## config.mk

```make
export PLATFORM = sky130hd
export DESIGN_NAME = frame_uart_sender_flat
export DESIGN_NICKNAME = d
export VERILOG_FILES = /design/src/rtl/frame_uart_sender_if.sv /design/src/rtl/frame_uart_sender.sv /design/src/flat_wrapper.sv
export SDC_FILE = /design/constraint.sdc
export NUM_CORES = 1
export LEC_CHECK = 0
export ABC_AREA = 1
export ABC_CLOCK_PERIOD_IN_PS = 2700
export BUFFER_PORTS_ARGS = -buffer_cell sky130_fd_sc_hd__clkbuf_2
export CAP_MARGIN = 25
export CORE_MARGIN = 2
export CORE_UTILIZATION = 63
export CTS_CLUSTER_DIAMETER = 150
export DETAILED_ROUTE_END_ITERATION = 7
export HOLD_SLACK_MARGIN = 0.12
export PLACE_DENSITY = 0.8
export SKIP_CTS_REPAIR_TIMING = 1
export SLEW_MARGIN = 40
export SYNTH_ARGS = -nofsm -noshare
export SYNTH_HDL_FRONTEND = slang
export SYNTH_SLANG_ARGS = --single-unit
```

## constraint.sdc

```tcl
create_clock -name clk_in -period 2.7 [get_ports clk_in]
set_input_delay 0.135 -clock clk_in [delete_from_list [all_inputs] [get_ports clk_in]]
set_output_delay 0.135 -clock clk_in [all_outputs]
set_load 0.005 [all_outputs]
```

## src/rtl/frame_uart_sender_if.sv

```systemverilog
// Bus bundle between the frame sender and its surroundings: start request,
// frame-buffer read port, UART line and status flags.
interface frame_uart_sender_if;
  logic        start_in;
  logic [16:0] addr_out;
  logic [6:0]  pixel_in;
  logic        tx_out;
  logic        busy_out;
  logic        frame_lock_out;
  logic        done_out;

  // Surroundings: issue start, serve BRAM data, observe the link.
  modport master (
    output start_in,
    output pixel_in,
    input  addr_out,
    input  tx_out,
    input  busy_out,
    input  frame_lock_out,
    input  done_out
  );

  // Sender side.
  modport slave (
    input  start_in,
    input  pixel_in,
    output addr_out,
    output tx_out,
    output busy_out,
    output frame_lock_out,
    output done_out
  );
endinterface

```

## src/rtl/frame_uart_sender.sv

```systemverilog
// Streams a 7-bit frame from BRAM over an 8N1 UART: header 0x80, one byte
// per pixel in raster order, trailer 0x81. Pixel reads are prefetched into
// a one-entry holding register so bytes go out back-to-back.
module frame_uart_sender #(
  parameter int H_PIX        = 320,
  parameter int V_PIX        = 240,
  parameter int BAUD_DIV     = 564,
  parameter int READ_LATENCY = 2
) (
  input  logic               clk_in,
  input  logic               rst_in,
  frame_uart_sender_if.slave bus
);

  localparam int                N_PIX     = H_PIX * V_PIX;
  localparam int                BAUD_W    = (BAUD_DIV > 1) ? $clog2(BAUD_DIV) : 1;
  localparam logic [BAUD_W-1:0] BAUD_LAST = BAUD_W'(BAUD_DIV - 1);
  localparam logic [16:0]       PIX_LAST  = 17'(N_PIX - 1);
  localparam logic [7:0]        HDR_BYTE  = 8'h80;
  localparam logic [7:0]        TRL_BYTE  = 8'h81;

  typedef enum logic [2:0] {
    S_IDLE,
    S_HEADER,
    S_PIXELS,
    S_TRAILER,
    S_DONE
  } state_t;

  state_t              r_state;
  state_t              w_state_nxt;
  logic                r_start_p0;
  logic [BAUD_W-1:0]   r_baud_cnt;
  logic [3:0]          r_bit_idx;
  logic [7:0]          r_data;
  logic                r_tx;
  logic                r_cur_last;
  logic [16:0]         r_pix_cnt;
  logic [16:0]         r_addr;
  logic                r_fetch_done;
  logic [READ_LATENCY:0] r_rd_vld_p;
  logic [6:0]          r_hold;
  logic                r_hold_vld;
  logic                r_hold_last;

  logic                w_active;
  logic                w_bit_end;
  logic                w_byte_end;
  logic                w_start_acc;
  logic                w_load;
  logic                w_load_pix;
  logic                w_issue;
  logic                w_busy;
  logic                w_done;
  logic [7:0]          w_next_data;

  assign w_active   = (r_state == S_HEADER) || (r_state == S_PIXELS) ||
                      (r_state == S_TRAILER);
  assign w_bit_end  = (r_baud_cnt == BAUD_LAST);
  assign w_byte_end = w_active && w_bit_end && (r_bit_idx == 4'd9);
  // Only one read is ever outstanding, and only while the holding slot is free.
  assign w_issue    = ((r_state == S_HEADER) || (r_state == S_PIXELS)) &&
                      !r_hold_vld && !(|r_rd_vld_p) && !r_fetch_done;

  // Start request register; a request is only remembered while idle.
  always_ff @(posedge clk_in) begin
    if (!rst_in) r_start_p0 <= 1'b0;
    else         r_start_p0 <= bus.start_in && (r_state == S_IDLE);
  end

  // State register.
  always_ff @(posedge clk_in) begin
    if (!rst_in) r_state <= S_IDLE;
    else         r_state <= w_state_nxt;
  end

  // Next state, byte sequencing and status outputs.
  always_comb begin
    w_state_nxt = r_state;
    w_busy      = 1'b0;
    w_done      = 1'b0;
    w_start_acc = 1'b0;
    w_load      = 1'b0;
    w_load_pix  = 1'b0;
    w_next_data = r_data;
    unique case (r_state)
      S_IDLE: begin
        if (r_start_p0) begin
          w_state_nxt = S_HEADER;
          w_start_acc = 1'b1;
          w_load      = 1'b1;
          w_next_data = HDR_BYTE;
        end
      end
      S_HEADER: begin
        w_busy = 1'b1;
        if (w_byte_end) begin
          w_state_nxt = S_PIXELS;
          w_load      = 1'b1;
          w_load_pix  = 1'b1;
          w_next_data = {1'b0, r_hold};
        end
      end
      S_PIXELS: begin
        w_busy = 1'b1;
        if (w_byte_end) begin
          w_load = 1'b1;
          if (r_cur_last) begin
            w_state_nxt = S_TRAILER;
            w_next_data = TRL_BYTE;
          end else begin
            w_load_pix  = 1'b1;
            w_next_data = {1'b0, r_hold};
          end
        end
      end
      S_TRAILER: begin
        w_busy = 1'b1;
        if (w_byte_end) w_state_nxt = S_DONE;
      end
      S_DONE: begin
        w_done      = 1'b1;
        w_state_nxt = S_IDLE;
      end
      default: w_state_nxt = S_IDLE;
    endcase
  end

  // Bit serializer: start bit on load, data LSB first, then stop bit.
  always_ff @(posedge clk_in) begin
    if (!rst_in) begin
      r_tx       <= 1'b1;
      r_baud_cnt <= '0;
      r_bit_idx  <= '0;
    end else if (w_load) begin
      r_tx       <= 1'b0;
      r_baud_cnt <= '0;
      r_bit_idx  <= '0;
    end else if (w_active) begin
      if (w_bit_end) begin
        r_baud_cnt <= '0;
        if (r_bit_idx == 4'd9) begin
          r_tx      <= 1'b1;
          r_bit_idx <= '0;
        end else begin
          r_bit_idx <= r_bit_idx + 4'd1;
          r_tx      <= (r_bit_idx == 4'd8) ? 1'b1 : r_data[r_bit_idx[2:0]];
        end
      end else begin
        r_baud_cnt <= r_baud_cnt + 1'b1;
      end
    end else begin
      r_tx       <= 1'b1;
      r_baud_cnt <= '0;
      r_bit_idx  <= '0;
    end
  end

  // Byte being shifted and captured pixel data (no reset needed).
  always_ff @(posedge clk_in) begin
    if (w_load) r_data <= w_next_data;
    if (r_rd_vld_p[READ_LATENCY]) r_hold <= bus.pixel_in;
  end

  // Prefetch control: address issue, read-latency tracking, holding slot.
  always_ff @(posedge clk_in) begin
    if (!rst_in) begin
      r_pix_cnt    <= '0;
      r_addr       <= '0;
      r_fetch_done <= 1'b0;
      r_rd_vld_p   <= '0;
      r_hold_vld   <= 1'b0;
      r_hold_last  <= 1'b0;
      r_cur_last   <= 1'b0;
    end else if (w_start_acc) begin
      r_pix_cnt    <= '0;
      r_fetch_done <= 1'b0;
      r_rd_vld_p   <= '0;
      r_hold_vld   <= 1'b0;
      r_hold_last  <= 1'b0;
      r_cur_last   <= 1'b0;
    end else begin
      r_rd_vld_p <= {r_rd_vld_p[READ_LATENCY-1:0], w_issue};
      if (w_issue) begin
        r_addr <= r_pix_cnt;
        if (r_pix_cnt == PIX_LAST) r_fetch_done <= 1'b1;
        else                       r_pix_cnt    <= r_pix_cnt + 17'd1;
      end
      // Reads return in order with one in flight, so the read that lands
      // after the final address was issued is the last pixel.
      if (r_rd_vld_p[READ_LATENCY]) begin
        r_hold_vld  <= 1'b1;
        r_hold_last <= r_fetch_done;
      end else if (w_load_pix) begin
        r_hold_vld  <= 1'b0;
      end
      if (w_load_pix) r_cur_last <= r_hold_last;
    end
  end

  assign bus.addr_out       = r_addr;
  assign bus.tx_out         = r_tx;
  assign bus.busy_out       = w_busy;
  assign bus.frame_lock_out = w_busy;
  assign bus.done_out       = w_done;

endmodule

```

## src/flat_wrapper.sv

```systemverilog
// flat-port wrapper written by rule: the top's interface ports become plain ports
module frame_uart_sender_flat 
#(
  parameter int H_PIX        = 320,
  parameter int V_PIX        = 240,
  parameter int BAUD_DIV     = 564,
  parameter int READ_LATENCY = 2
)
  (clk_in, rst_in, bus_start_in, bus_pixel_in, bus_addr_out, bus_tx_out, bus_busy_out, bus_frame_lock_out, bus_done_out);
  frame_uart_sender_if bus_i ();
  input  logic clk_in;
  input  logic rst_in;
  input wire logic [$bits(bus_i.start_in)-1:0] bus_start_in;
  input wire logic [$bits(bus_i.pixel_in)-1:0] bus_pixel_in;
  output wire logic [$bits(bus_i.addr_out)-1:0] bus_addr_out;
  output wire logic [$bits(bus_i.tx_out)-1:0] bus_tx_out;
  output wire logic [$bits(bus_i.busy_out)-1:0] bus_busy_out;
  output wire logic [$bits(bus_i.frame_lock_out)-1:0] bus_frame_lock_out;
  output wire logic [$bits(bus_i.done_out)-1:0] bus_done_out;
  assign bus_i.start_in = bus_start_in;
  assign bus_i.pixel_in = bus_pixel_in;
  assign bus_addr_out = bus_i.addr_out;
  assign bus_tx_out = bus_i.tx_out;
  assign bus_busy_out = bus_i.busy_out;
  assign bus_frame_lock_out = bus_i.frame_lock_out;
  assign bus_done_out = bus_i.done_out;
  frame_uart_sender #(.H_PIX(H_PIX), .V_PIX(V_PIX), .BAUD_DIV(BAUD_DIV), .READ_LATENCY(READ_LATENCY)) u_core (.clk_in(clk_in), .rst_in(rst_in), .bus(bus_i));
endmodule
```

Yosys cells after proc, flatten, opt, wreduce, memory -nomap -nowiden

Cells that the tools add are included.

Output and inout bits: 21
Bits of input ports: 10
Word-level logic and storage cells: 91
Flip-flop bits (word level): 75

Order comparisons: 1
Reductions and logical operators: 25
Eq/ne operators: 14
Mux-type cells: 30
$add $sub $neg: 3
Bitwise gates (word level): 4

Operators with widths:

| operator                | number |
|---|---|
| $mux W8                 | 4 |
| $pmux W8 S3             | 1 |
| $add A17 B1 Y17 const B | 1 |
| $eq A17 B17 Y1 const B  | 1 |
| $mux W1                 | 15 |
| $mux W3                 | 5 |
| $pmux W3 S4             | 1 |
| $add A10 B1 Y10 const B | 1 |
| $eq A10 B10 Y1 const B  | 1 |
| $ne A2 B1 Y1 const B    | 5 |
| $reduce_and A5 Y1       | 2 |
| $reduce_or A3 Y1        | 3 |
| $eq A4 B4 Y1 const B    | 2 |
| $eq A3 B2 Y1 const B    | 2 |
| $logic_and A1 B1 Y1     | 6 |
| $reduce_and A2 Y1       | 3 |
| $add A4 B1 Y4 const B   | 1 |
| $lt A3 B4 Y1 const B    | 1 |
| $mux W4                 | 1 |
| $not A1 Y1              | 4 |
| $pmux W1 S2             | 2 |
| $reduce_or A2 Y1        | 2 |
| $reduce_or A4 Y1        | 1 |
| $bmux W1 S3             | 1 |
| 8 further kinds         | 11 |

Logic depth before layout (Yosys ltp)

Depth in word-level cells: 9
Depth in mapped cells: 11
Mapped depth without buffers: 11

Worst setup path after synthesis

Ideal clock, no wire load.

Path type: register -> register
Start point: register u_core.r_baud_cnt[0]
End point: register u_core.r_bit_idx[0]
Path buffers: 0
Cell stages (with the launch flop): 9
Arrival time: 1.598 ns
Setup slack: 0.986 ns
Clock period less this slack: 1.714 ns
Path through: dfxtp_1 -> ha_1 -> nand4_1 -> nor2_4 -> nand2_1 -> o21ai_2 -> inv_1 -> nand2_1 -> nor3b_1

Cells in the longest elaborated chain, start to end: 6

RTL lines:

| item                             | RTL line                                          | text |
|---|---|---|
| start: declaration               | frame_uart_sender.sv:33                           | `logic [BAUD_W-1:0] r_baud_cnt;` |
| start signal: assignment         | frame_uart_sender.sv:150                          | `r_baud_cnt <= r_baud_cnt + 1'b1;` |
| $eq A10 B10 Y1 (*)               | frame_uart_sender.sv:59                           | `assign w_bit_end = (r_baud_cnt == BAUD_LAST);` |
| $logic_and A1 B1 Y1 (2 in a row) | frame_uart_sender.sv:60                           | `assign w_byte_end = w_active && w_bit_end && (r_bit_idx == 4'd9);` |
| $mux W1                          | frame_uart_sender.sv:97, frame_uart_sender.sv:106 |  |
| $pmux W1 S2                      | frame_uart_sender.sv:86                           | `unique case (r_state)` |
| $reduce_or A3 Y1 (no line)       | --                                                |  |
| end signal: assignment           | frame_uart_sender.sv:146                          | `r_bit_idx <= r_bit_idx + 4'd1;` |
| end: declaration                 | frame_uart_sender.sv:34                           | `logic [3:0] r_bit_idx;` |

Mark *: on every way between the ends. The rest lies on a longest branch, timed or not.
A chain may end at the register's enable or synchronous reset.

Worst setup path in the final report

Start point: register u_core.r_baud_cnt[0]
End point: register u_core.r_baud_cnt[7]

Cells in the longest elaborated chain, start to end: 6
Elaborated cells on any way between the ends: 7
Classes of those cells: add/sub (1); eq/ne (1); mux (2); reduce/logical (3)

RTL lines:

| item                             | RTL line |
|---|---|
| $eq A10 B10 Y1                   | frame_uart_sender.sv:59 |
| $logic_and A1 B1 Y1 (2 in a row) | frame_uart_sender.sv:60 |
| $mux W1                          | frame_uart_sender.sv:97, frame_uart_sender.sv:106 |
| $pmux W1 S2                      | frame_uart_sender.sv:86 |
| $reduce_or A4 Y1 (no line)       | -- |

Parallel ways exist; a longest one is shown, timed or not.

==> results.toml <==
[run_status]
outcome = "finished clean"

[worst_setup_path]
path_max_fanout = 11
path_cells = "ha_1 > nand4_1 > nor2_4 > nand2_1 > o21ai_2 > nor2_2 > nand2_4 > nor3_1"
crit_path_top_delay_cell = "o21ai_2"
crit_path_start_kind = "flip-flop"
crit_start = "u_core.r_baud_cnt[0]"
rr_startpoint = "u_core.r_baud_cnt[0]"
critPathArrivalTime_ns = 2.25
end_kind = "flip-flop"
worstSetupPathType = "reg -> reg"
critPathMaxStageDelay_ns = 0.49
cp.required_ns = 2.92

[hold_path]
hp-start = "rst_in"
hold_path.class = "in -> reg"

[place]
placed_area_mm2 = 0.00358
place.gp.congestion = 0.860
port_buffers = 30
dp_cells = 504
pre_cts_ws_ns = 0.685
dp_hpwl_um = 4760

[logic_synthesis]
yosysMostFrequentCell = "nor2_1"
ys_types = 38
synth_top_area_cell = "dfxtp_1"
synth_edf_count = 15
synthTopCellsByCount = "nor2_1, nand2_1, dfxtp_1"
async_reset_ff_frac = 0
syn_area_mm2 = 0.00341
ys_seq_area_frac = 0.484
ys_seq_elements = 75
syn_nets = 425
netlist_instances = 413
ys_top_cells_by_area = "dfxtp_1, edfxtp_1, nor2_1"
avgSynthCellArea_um2 = 8.26
yosysWarnings = 0
yosysTopAreaCellShare = 0.352
synth_ff_type = "dfxtp_1"

[die]
die_height_um = 77.6
coreArea_mm2 = 0.00517
die_x_um = 77.6
dieArea_mm2 = 0.00602
ioPinCount = 31
start_util = 0.660
num_rows = 26

[global_routing]
grt_max_degree = 30
antenna_found_initial = 0
grt_pass1_wl_um = 11800
grt_pass1_vias = 2565
track_usage = 0.248
grt_overflow_total = 0

[timing]
worst_slack_ns = 0.667
timing.setup.tns_ns = 0
setup_viol = 0
hold_viol = 0
rsz0062_at_grt = "no"
fin_crit_sh = 0.753
worst_pin_slew_ns = 0.700
fmax_mhz = 492
finalCriticalPeriod_ns = 2.03
max-slew-margin-rel = 0.533
skew_ns = 0.0114
whs_ns = 0.277
slew_viol_final = 0

[power]
leakage_nw = 1.47
fin_total_pwr_mw = 3.68
powerDensity_mw_per_mm2 = 938
ir_drop_mv = 0.586

[clocking]
cts_made_buffers = 9
htree_levels = 3
clockBufferDepth = 2
clk_pin_slew_ns = 0.08
root_buffer = "clkbuf_8"
cts_tree = "built"
cts_sinks = 75
clk_latency_ns = 0.34

[finish]
final_util = 0.758
fill_cells = 374
fin_nets = 465
final_cells = 528
drive_above_1_share = 0.192
synthToLayoutAreaGrowth_pct = 14.8
n_antenna_cell = 0
final_area_mm2 = 0.00392

[routing]
drt-total-wl_um = 6940
vias = 2786
wire_per_inst_um = 13.1
drt_first_pass_iters = 4
via_per_inst = 5.28
drc_errors = 0
postRouteAntennaNets = 0
drt_iter0_drc = 227

[flow_run]
max_cap_viol_count = 0
-- critical path, delay by kind of cell (launching register included) --
| kind | cells | cell delay, ns |
|---|---|---|
| AOI/OAI and AO/OA | 1 | 0.49 |
| and+or+nand+nor | 6 | 0.85 |
| adders and majority gates | 1 | 0.22 |
| DFF | 1 | 0.35 |
-- registers in the layout, indices dropped and copies added (netlist names) --
signal and flops:
u_core.bus.addr_out 17, u_core.bus.tx_out 1, u_core.r_baud_cnt 10, u_core.r_bit_idx 4, u_core.r_cur_last 1, u_core.r_data 8
u_core.r_fetch_done 1, u_core.r_hold 7, u_core.r_hold_last 1, u_core.r_hold_vld 1, u_core.r_pix_cnt 17, u_core.r_rd_vld_p 3
u_core.r_start_p0 1, u_core.r_state 3
-- cell families (layout without fill, tap and decap cells) --
logic type,Yosys count,after routing,synth area share
AOI/OAI and AO/OA,71,71,0.125
buffers and inverters,55,100,0.0722
xor gates and xnor gates,18,18,0.0462
and+or+nand+nor,192,192,0.266
DFF,75,75,0.484
adders and majority gates,2,2,0.00733
-- cell usage in the layout, fill, tap and decap left out, types with 8 or more instances in the layout --
cell type,netlist,routed
dlygate4sd3_1,0,8
a21oi_1,25,25
dfxtp_1,60,60
a21oi_2,10,10
xor2_1,13,13
clkbuf_2,0,30
clkbuf_8,0,10
inv_1,42,42
nand2_2,13,13
nor2_1,65,65
nand2_1,64,64
edfxtp_1,15,15
nor3_1,12,12
o21ai_0,26,26
nand3_1,15,15
-- routing by layer --
metal,track usage,wire length (µm)
met5,0,0
met4,0.100,124
met3,0.0744,454
met2,0.379,3200
met1,0.328,3160
-- report_power, final --
part | leakage, nW | total (mW) | internal, mW | switching, mW
Clock | 0.130 | 1.07 | 0.657 | 0.408
Sequential | 0.625 | 1.49 | 1.37 | 0.119
Combinational | 0.718 | 1.13 | 0.378 | 0.748
Total | 1.47 | 3.68 | 2.40 | 1.28
-- final cells by class --
type | count | area (µm²) | share of cell area
timing repair buffer | 39 | 238 | 0.0606
clock buffer | 13 | 191 | 0.0488
clock inverter | 3 | 65.1 | 0.0166
inverter | 45 | 171 | 0.0437
tap | 70 | 87.6 | 0.0223
multi-input combinational | 283 | 1520 | 0.387
sequential | 75 | 1650 | 0.421
-- path summary, 6_finish.rpt --
path,endpoint,slack (ns),depth (start not counted)
worst max register to register,u_core.r_baud_cnt[7],0.67,8
worst min register to register,u_core.r_rd_vld_p[2],0.44,2
worst min-delay path,u_core.r_state[1],0.28,3
worst max-delay path,u_core.r_baud_cnt[7],0.67,8
(Power assumes the default switching activity.)
